--- config.mk ---
export PLATFORM = sky130hd
export DESIGN_NAME = lsu_sram_master
export DESIGN_NICKNAME = d
export VERILOG_FILES = /design/src/rtl/lsu_sram_master_pkg.sv /design/src/rtl/lsu_align.sv /design/src/rtl/lsu_sram_master.sv
export SDC_FILE = /design/constraint.sdc
export NUM_CORES = 1
export LEC_CHECK = 0
export ABC_AREA = 1
export CAP_MARGIN = 20
export CORE_MARGIN = 4
export CORE_UTILIZATION = 44
export DETAILED_ROUTE_END_ITERATION = 8
export PLACE_DENSITY = 0.87
export SYNTH_ARGS = -nofsm -noshare
export SYNTH_HDL_FRONTEND = slang
export SYNTH_SLANG_ARGS = --single-unit
--- constraint.sdc ---
create_clock -name i_clk -period 1.9 [get_ports i_clk]
set_input_delay 0.475 -clock i_clk [delete_from_list [all_inputs] [get_ports i_clk]]
set_output_delay 0.475 -clock i_clk [all_outputs]
set_load 0.01 [all_outputs]
--- src/rtl/lsu_sram_master_pkg.sv ---
// Shared encodings for the LSU SRAM initiator: access sizes, FSM states,
// and the alignment rule applied to every incoming request.
package lsu_sram_master_pkg;

  typedef enum logic [1:0] {
    SZ_B = 2'b00,
    SZ_H = 2'b01,
    SZ_W = 2'b10,
    SZ_X = 2'b11
  } size_e;

  typedef enum logic [1:0] {
    ST_IDLE = 2'b00,
    ST_CMD  = 2'b01,
    ST_RSP  = 2'b10,
    ST_DONE = 2'b11
  } state_e;

  // True when a request can never reach the SRAM: misaligned half/word or
  // the reserved size code.
  function automatic logic is_bad_req(input logic [1:0] size, input logic [1:0] addr_lo);
    case (size)
      SZ_B:    return 1'b0;
      SZ_H:    return addr_lo[0];
      SZ_W:    return |addr_lo;
      default: return 1'b1;
    endcase
  endfunction

endpackage

--- src/rtl/lsu_align.sv ---
// Byte-lane steering between the pipeline and the SRAM word bus:
// store side builds the write mask and replicated data, load side picks the
// addressed lane and sign/zero-extends it.
module lsu_align
  import lsu_sram_master_pkg::*;
#(
  parameter int DATA_W = 32
) (
  input  logic [1:0]          i_size,
  input  logic [1:0]          i_addr_lo,
  input  logic                i_signed,
  input  logic [DATA_W-1:0]   i_wdata,
  input  logic [DATA_W-1:0]   i_rdata,
  output logic [DATA_W/8-1:0] o_wmask,
  output logic [DATA_W-1:0]   o_wdata,
  output logic [DATA_W-1:0]   o_rdata
);

  localparam int MASK_W = DATA_W / 8;

  logic [DATA_W-1:0] w_shift_b;
  logic [DATA_W-1:0] w_shift_h;

  assign w_shift_b = i_rdata >> {i_addr_lo, 3'b000};
  assign w_shift_h = i_rdata >> {i_addr_lo[1], 4'b0000};

  // Store lane mask and replicated write data
  always_comb begin
    // NOTE: every output gets a default before the case so no path leaves it
    // unassigned; otherwise synthesis infers a latch.
    o_wmask = '1;
    o_wdata = i_wdata;
    case (i_size)
      SZ_B: begin
        o_wmask = MASK_W'(1) << i_addr_lo;
        o_wdata = {(DATA_W/8){i_wdata[7:0]}};
      end
      SZ_H: begin
        o_wmask = MASK_W'(3) << {i_addr_lo[1], 1'b0};
        o_wdata = {(DATA_W/16){i_wdata[15:0]}};
      end
      default: ;
    endcase
  end

  // Load lane extract and extension
  always_comb begin
    o_rdata = i_rdata;
    case (i_size)
      SZ_B: o_rdata = {{(DATA_W-8){i_signed & w_shift_b[7]}}, w_shift_b[7:0]};
      SZ_H: o_rdata = {{(DATA_W-16){i_signed & w_shift_h[15]}}, w_shift_h[15:0]};
      default: ;
    endcase
  end

endmodule

--- src/rtl/lsu_sram_master.sv ---
// Single-outstanding load/store initiator on the sram_cmd/sram_rsp
// valid-ready bus. Requests are latched in IDLE, issued in CMD, answered in
// RSP and handed back to the pipeline from DONE.
module lsu_sram_master
  import lsu_sram_master_pkg::*;
#(
  parameter int ADDR_W = 32,
  parameter int DATA_W = 32
) (
  input  logic                i_clk,
  input  logic                i_rst,
  input  logic                i_req_vld,
  output logic                o_req_rdy,
  input  logic [ADDR_W-1:0]   i_req_addr,
  input  logic                i_req_read,
  input  logic [1:0]          i_req_size,
  input  logic                i_req_signed,
  input  logic [DATA_W-1:0]   i_req_wdata,
  output logic                o_done_vld,
  input  logic                i_done_rdy,
  output logic [DATA_W-1:0]   o_done_rdata,
  output logic                o_done_err,
  output logic                o_sram_cmd_vld,
  input  logic                i_sram_cmd_rdy,
  output logic [ADDR_W-1:0]   o_sram_cmd_addr,
  output logic                o_sram_cmd_read,
  output logic [DATA_W-1:0]   o_sram_cmd_wdata,
  output logic [DATA_W/8-1:0] o_sram_cmd_wmask,
  input  logic                i_sram_rsp_vld,
  output logic                o_sram_rsp_rdy,
  input  logic                i_sram_rsp_err,
  input  logic [DATA_W-1:0]   i_sram_rsp_rdata
);

  state_e              r_state;
  state_e              w_next;

  logic [ADDR_W-1:0]   r_addr;
  logic                r_read;
  logic [1:0]          r_size;
  logic                r_signed;
  logic [DATA_W-1:0]   r_wdata;
  logic [DATA_W-1:0]   r_done_rdata;
  logic                r_done_err;

  logic                w_accept;
  logic                w_bad;
  logic                w_rsp_fire;
  logic [DATA_W/8-1:0] w_wmask;
  logic [DATA_W-1:0]   w_lane_wdata;
  logic [DATA_W-1:0]   w_load_data;

  assign w_accept   = (r_state == ST_IDLE) && i_req_vld;
  assign w_bad      = is_bad_req(i_req_size, i_req_addr[1:0]);
  assign w_rsp_fire = (r_state == ST_RSP) && i_sram_rsp_vld;

  lsu_align #(
    .DATA_W (DATA_W)
  ) u_align (
    .i_size    (r_size),
    .i_addr_lo (r_addr[1:0]),
    .i_signed  (r_signed),
    .i_wdata   (r_wdata),
    .i_rdata   (i_sram_rsp_rdata),
    .o_wmask   (w_wmask),
    .o_wdata   (w_lane_wdata),
    .o_rdata   (w_load_data)
  );

  // State register
  always_ff @(posedge i_clk or negedge i_rst) begin
    // NOTE: clocked state uses non-blocking assignments so every flop samples
    // pre-edge values regardless of block ordering.
    if (!i_rst) r_state <= ST_IDLE;
    else        r_state <= w_next;
  end

  // Next-state logic
  always_comb begin
    w_next = r_state;
    case (r_state)
      ST_IDLE: if (i_req_vld)      w_next = w_bad ? ST_DONE : ST_CMD;
      ST_CMD:  if (i_sram_cmd_rdy) w_next = ST_RSP;
      ST_RSP:  if (i_sram_rsp_vld) w_next = ST_DONE;
      ST_DONE: if (i_done_rdy)     w_next = ST_IDLE;
      default:                     w_next = ST_IDLE;
    endcase
  end

  // Handshake outputs decoded from the current state
  always_comb begin
    o_req_rdy      = 1'b0;
    o_sram_cmd_vld = 1'b0;
    o_sram_rsp_rdy = 1'b0;
    o_done_vld     = 1'b0;
    case (r_state)
      ST_IDLE: o_req_rdy      = 1'b1;
      ST_CMD:  o_sram_cmd_vld = 1'b1;
      ST_RSP:  o_sram_rsp_rdy = 1'b1;
      ST_DONE: o_done_vld     = 1'b1;
      default: ;
    endcase
  end

  // Request latch on acceptance, completion capture on response
  always_ff @(posedge i_clk or negedge i_rst) begin
    // NOTE: the request payload is reset as well so command fields are never
    // X, even though they are only observed after a capture.
    if (!i_rst) begin
      r_addr       <= '0;
      r_read       <= 1'b0;
      r_size       <= SZ_B;
      r_signed     <= 1'b0;
      r_wdata      <= '0;
      r_done_rdata <= '0;
      r_done_err   <= 1'b0;
    end else begin
      if (w_accept) begin
        r_addr       <= i_req_addr;
        r_read       <= i_req_read;
        r_size       <= i_req_size;
        r_signed     <= i_req_signed;
        r_wdata      <= i_req_wdata;
        r_done_rdata <= '0;
        r_done_err   <= w_bad;
      end
      if (w_rsp_fire) begin
        r_done_err   <= i_sram_rsp_err;
        r_done_rdata <= (i_sram_rsp_err || !r_read) ? '0 : w_load_data;
      end
    end
  end

  assign o_sram_cmd_addr  = {r_addr[ADDR_W-1:2], 2'b00};
  assign o_sram_cmd_read  = r_read;
  assign o_sram_cmd_wdata = w_lane_wdata;
  assign o_sram_cmd_wmask = r_read ? '0 : w_wmask;
  assign o_done_rdata     = r_done_rdata;
  assign o_done_err       = r_done_err;

endmodule
# ---- Word-level counts from Yosys, hierarchy flattened
# Index checks and enable logic that the tools add are counted.
dict set report totals {
  regBits 103
  latch_bits 0
  ramBits 0
  romBits 0
  in_bits 107
  output_inout_bits 106
  wordCells 54
  memories 0
}
dict set report classes {
  addsub 0
  n_mul 0
  div 0
  order_cmp 0
  eq_ne 10
  shifts 4
  n_mux 20
  bitwise 2
  reduce_logical 10
}
# op count
set op_table {}
lappend op_table {{32-bit case mux with 2 select lines} 2}
lappend op_table {{32-bit 2-to-1 mux} 3}
lappend op_table {{32-bit by 5-bit right shift with 16-bit output} 1}
lappend op_table {{32-bit by 5-bit right shift with 8-bit output} 1}
lappend op_table {{2-bit 2-to-1 mux} 5}
lappend op_table {{2-bit inequality test, second input constant} 4}
lappend op_table {{2-bit case mux with 4 select lines} 1}
lappend op_table {{4-bit case mux with 2 select lines} 1}
lappend op_table {{2-bit by 1-bit equality test with 1-bit output, second input constant} 3}
lappend op_table {{2-bit equality test, second input constant} 3}
lappend op_table {{2-bit zero test} 3}
lappend op_table {{1-bit 2-to-1 mux} 6}
lappend op_table {{4-bit 2-to-1 mux} 1}
lappend op_table {{4-bit AND reduction} 1}
lappend op_table {{1-bit by 2-bit left shift with 4-bit output, first input constant} 1}
lappend op_table {{2-bit by 2-bit left shift with 4-bit output, first input constant} 1}
lappend op_table {{1-bit case mux with 3 select lines} 1}
lappend op_table {{1-bit AND} 2}
lappend op_table {{1-bit logical AND} 2}
lappend op_table {{2-bit nonzero test} 1}
lappend op_table {{2-bit OR reduction} 1}
lappend op_table {{1-bit zero test} 1}
lappend op_table {{1-bit logical OR} 1}

# ---- Depth between registers and ports, before layout
dict set report logic_depth {
  depth_word 5
  mapped_depth 9
  depth_no_buf 8
}

# ---- By module
# From an unflattened synthesis, not the netlist that was laid out.
dict set report hier_totals {
  hier_cells 743
  area_unflattened_um2 5499.0
}
# mod n_inst cells_per_inst area_each_um2 seq_area_each_um2
set modules_own_cells {}
lappend modules_own_cells {lsu_sram_master 1 508 4411.7 2577.5}
lappend modules_own_cells {lsu_align 1 235 1087.3 0.0}

# ---- Least setup slack after synthesis
# No wires, ideal clock.
dict set report synth_timing {
  path_kind {register to output}
  from {register r_size[1]}
  to {output port o_sram_cmd_wdata[24]}
  arrival_ns 1.220
  t_required_ns 1.425
  setup_slack_ns 0.205
  stages_incl_launch_ff 7
  n_path_buf 3
  path_cell_list {dfrtp_1 buf_4 nor2_1 buf_4 buf_4 nand2_1 o211ai_1}
}
dict set report synth_via {
  elab_chain_len 2
  word_cells_on_any_way 3
  classes_between {eq/ne: 1; mux: 1; reduce/logical: 1}
}
# item line_no
set synth_lines {}
lappend synth_lines {{start: declaration} lsu_sram_master.sv:40} ;# logic [1:0] r_size;
lappend synth_lines {{start signal: assignment} lsu_sram_master.sv:121} ;# r_size <= i_req_size;
lappend synth_lines {{2-bit by 1-bit equality test with 1-bit output or 2-bit zero test (tied branches)} lsu_align.sv:33} ;# case (i_size)
lappend synth_lines {{32-bit case mux with 2 select lines *} lsu_align.sv:33}
lappend synth_lines {{end: declaration} lsu_sram_master.sv:27} ;# output logic [DATA_W-1:0] o_sram_cmd_wdata,
# Every way passes the cells marked *; elsewhere a longest branch is shown, timed or not.

# ---- Worst setup path after layout
dict set report layout_timing {
  from {register r_size[1]}
  to {output port o_sram_cmd_wdata[30]}
}
# Same word-level chain as after synthesis.

==> results.json <==
{
  "core_region_area_sq_um": 12000,
  "fp.dieW_um": 119,
  "intPower_mw": 8.01,
  "crit_fanout": 8,
  "post-route-util": 0.658,
  "grt_max_degree": 42,
  "antenna_left": 0,
  "place_congestion": 0.883,
  "period_needed_ns": 1.99,
  "antenna_cells": 0,
  "io_buffers": 210,
  "netSwitchingFraction": 0.393,
  "syn_inst": 624,
  "drc": 0,
  "die_y_um": 119,
  "crit_path_end_kind": "primary output",
  "syn_area_per_cell_sq_um": 8.66,
  "die_area_sq_um": 14100,
  "yosysWarnings": 0,
  "dp_worst_setup_slack_ns": -0.105,
  "synth_commonest_cells": "nand2_1 (204), dfrtp_1 (103), mux2_2 (54)",
  "cts.sinks": 103,
  "yosys.cell_count.top_type": "nand2_1",
  "vias_per_cell": 5.14,
  "ys.flop_type": "dfrtp_1",
  "cp.arrival_ns": 1.52,
  "overflow": 0,
  "num-nets-final": 923,
  "p_sw_mw": 5.19,
  "cts_buffers": 9,
  "synth_edf_count": 0,
  "yosysTopAreaCell": "dfrtp_1",
  "antenna_found_initial": 0,
  "ir_worst_vdd_uv": 1150,
  "ys_types": 22,
  "whs_ns": 0.0655,
  "leakagePower_nw": 3.81,
  "pwr-share-clk": 0.143,
  "vias": 4951,
  "rsz0062_at_grt": "yes",
  "area_delta_synth_final_pct": 46.2,
  "async_flop_share": 1.00,
  "finalHoldViolCount": 0,
  "wl_per_cell_um": 17.1,
  "start_util": 0.450,
  "drive_above_1_share": 0.202,
  "power_mw": 13.2,
  "clock_path_buffers": 2,
  "ys_ff_latch": 103,
  "critPathKind": "reg -> out",
  "status": "finished, violations left",
  "cts-root-buf": "clkbuf_16",
  "routed_wl_um": 16400,
  "grt_pass1_vias": 5023,
  "io_pins": 213,
  "max_freq_mhz": 502,
  "cap_violations": 0,
  "hold_class": "in -> async",
  "tritoncts": "yes",
  "clkLatencyLatePin_ns": 0.36,
  "r2r_setup_slack_ns": 0.17,
  "clock_skew_ns": 0.00830,
  "timing.final.ws_setup_ns": -0.0925,
  "worstPathRequired_ns": 1.42,
  "path_clk_slew_ns": 0.07,
  "syn_area_sq_um": 5400,
  "sequentialPowerShare": 0.297,
  "drt_first_iter_violations": 295,
  "core.rowCount": 40,
  "drt_pre_antenna_iters": 5,
  "cp-start-kind": "flip-flop",
  "finalCritPeriodShare": 1.05,
  "synth_area_leaders": "dfrtp_1 (48%), nand2_1 (14%), mux2_2 (11%), buf_4 (6.0%), a21oi_1 (3.4%)",
  "power_density_nw_per_um2": 1670,
  "grt_pass1_wl_um": 25800,
  "gr-usage-all-layers": 0.232,
  "cts_hold_buf": 0,
  "violations": "setup timing",
  "htree_levels": 3,
  "seq_area_frac_synth": 0.477,
  "yosysTopAreaCellShare": 0.477,
  "drv_slew": 0,
  "combPwrFrac": 0.560,
  "setup_viol": 13,
  "dp_hpwl_um": 12200
}
==> worst max-delay path, stage by stage (launching register included) <==
cell and delay [ns]:
dfrtp_2 0.46, buf_6 0.13, nor2_4 0.13, inv_4 0.08
o211ai_1 0.20, buf_2 0.16
==> layout by cell type, fill, tap and decap left out, types with 2 or more instances in the layout <==
master	count
nand2_1	192
clkdlybuf4s50_1	176
dfrtp_1	99
mux2_2	54
inv_1	44
a21oi_1	37
nor2_1	29
buf_2	24
o211ai_1	21
o21ai_0	19
buf_4	19
nand3_1	15
nand2_2	13
clkbuf_16	10
buf_6	8
buf_12	8
o21ai_2	5
ha_1	5
dlygate4sd2_1	4
dfrtp_2	4
clkinv_2	3
o21ai_1	3
inv_2	3
inv_6	3
nor2_4	2
nand3_4	2
o22ai_1	2
conb_1	2
buf_8	2
==> power by group through the flow <==
stage | Clock [mW] | Sequential, mW | Combinational [mW]
CTS | 1.92 | 3.91 | 7.13
floorplan | 0 | 3.82 | 4.12
detailed placement | 0 | 3.93 | 7.32
finish | 1.89 | 3.92 | 7.39
global route | 2.01 | 4.05 | 7.98
global placement | 0 | 3.88 | 7.16
==> cell families after synthesis <==
| family | share of synthesized area |
|---|---|
| simple gates | 0.189 |
| fa+ha+maj | 0.0116 |
| other cells | 0.000694 |
| flops | 0.477 |
| compound gates | 0.0917 |
| mux | 0.113 |
| buf+inv | 0.118 |
==> routing by layer <==
layer / vias to the layer above / part of all wire / global-route usage / wire length, um
li1: 2336 / - / - / -
met1: 2336 / 0.38 / 0.262 / 6170
met2: 249 / 0.50 / 0.408 / 8150
met3: 30 / 0.11 / 0.0783 / 1740
met4: 0 / 0.022 / 0.0825 / 365
met5: - / 0 / 0 / 0
==> stage by stage <==
| step | area, sq um | TNS [ns] | std cells |
|---|---|---|---|
| 3_5_place_dp | 7520 | -1.51 | 938 |
| 3_3_place_gp | 7520 | -1.05 | 938 |
| 6_report | 7900 | -0.628 | 963 |
| 4_1_cts | 7780 | -1.64 | 961 |
| 2_1_floorplan | 5410 | 0 | 625 |
| 5_1_grt | 7900 | -1.83 | 963 |
==> layout make-up <==
cell class                      count  area, sq um
Clock buffer                       10          229
Sequential cell                   103         2580
Timing Repair Buffer              243         2380
Inverter                           50          195
Multi-Input combinational cell    404         2270
Fill cell                         954         4110
Tap cell                          147          184
Clock inverter                      6         66.3
==> final timing paths <==
| check | from | to | cells past startpoint |
|---|---|---|---|
| max | r_size[1] | o_sram_cmd_wdata[30] | 5 |
| min in group i_clk | o_done_rdata[11] | o_done_rdata[11] | 2 |
| max reg2reg | r_size[1] | o_done_rdata[4] | 10 |
| min reg2reg | o_done_rdata[11] | o_done_rdata[11] | 2 |
| min | i_rst | o_done_rdata[28] | 1 |
| max in group asynchronous | i_rst | r_wdata[6] | 2 |
==> state kept, by name, summed over array words and instances (netlist names) <==
| signal | cells |
|---|---|
| r_signed | 1 |
| o_done_err | 1 |
| r_state | 2 |
| r_size | 2 |
| o_done_rdata | 32 |
| r_wdata | 32 |
| r_addr | 32 |
| o_sram_cmd_read | 1 |
==> what timing repair did <==
action,CTS,global route
resized for setup,137,35
setup buffers,7,1
cloned,0,2
pin swaps,5,4
setup endpoints to repair,35,39
No activity file was read; power rests on OpenSTA's default activity.
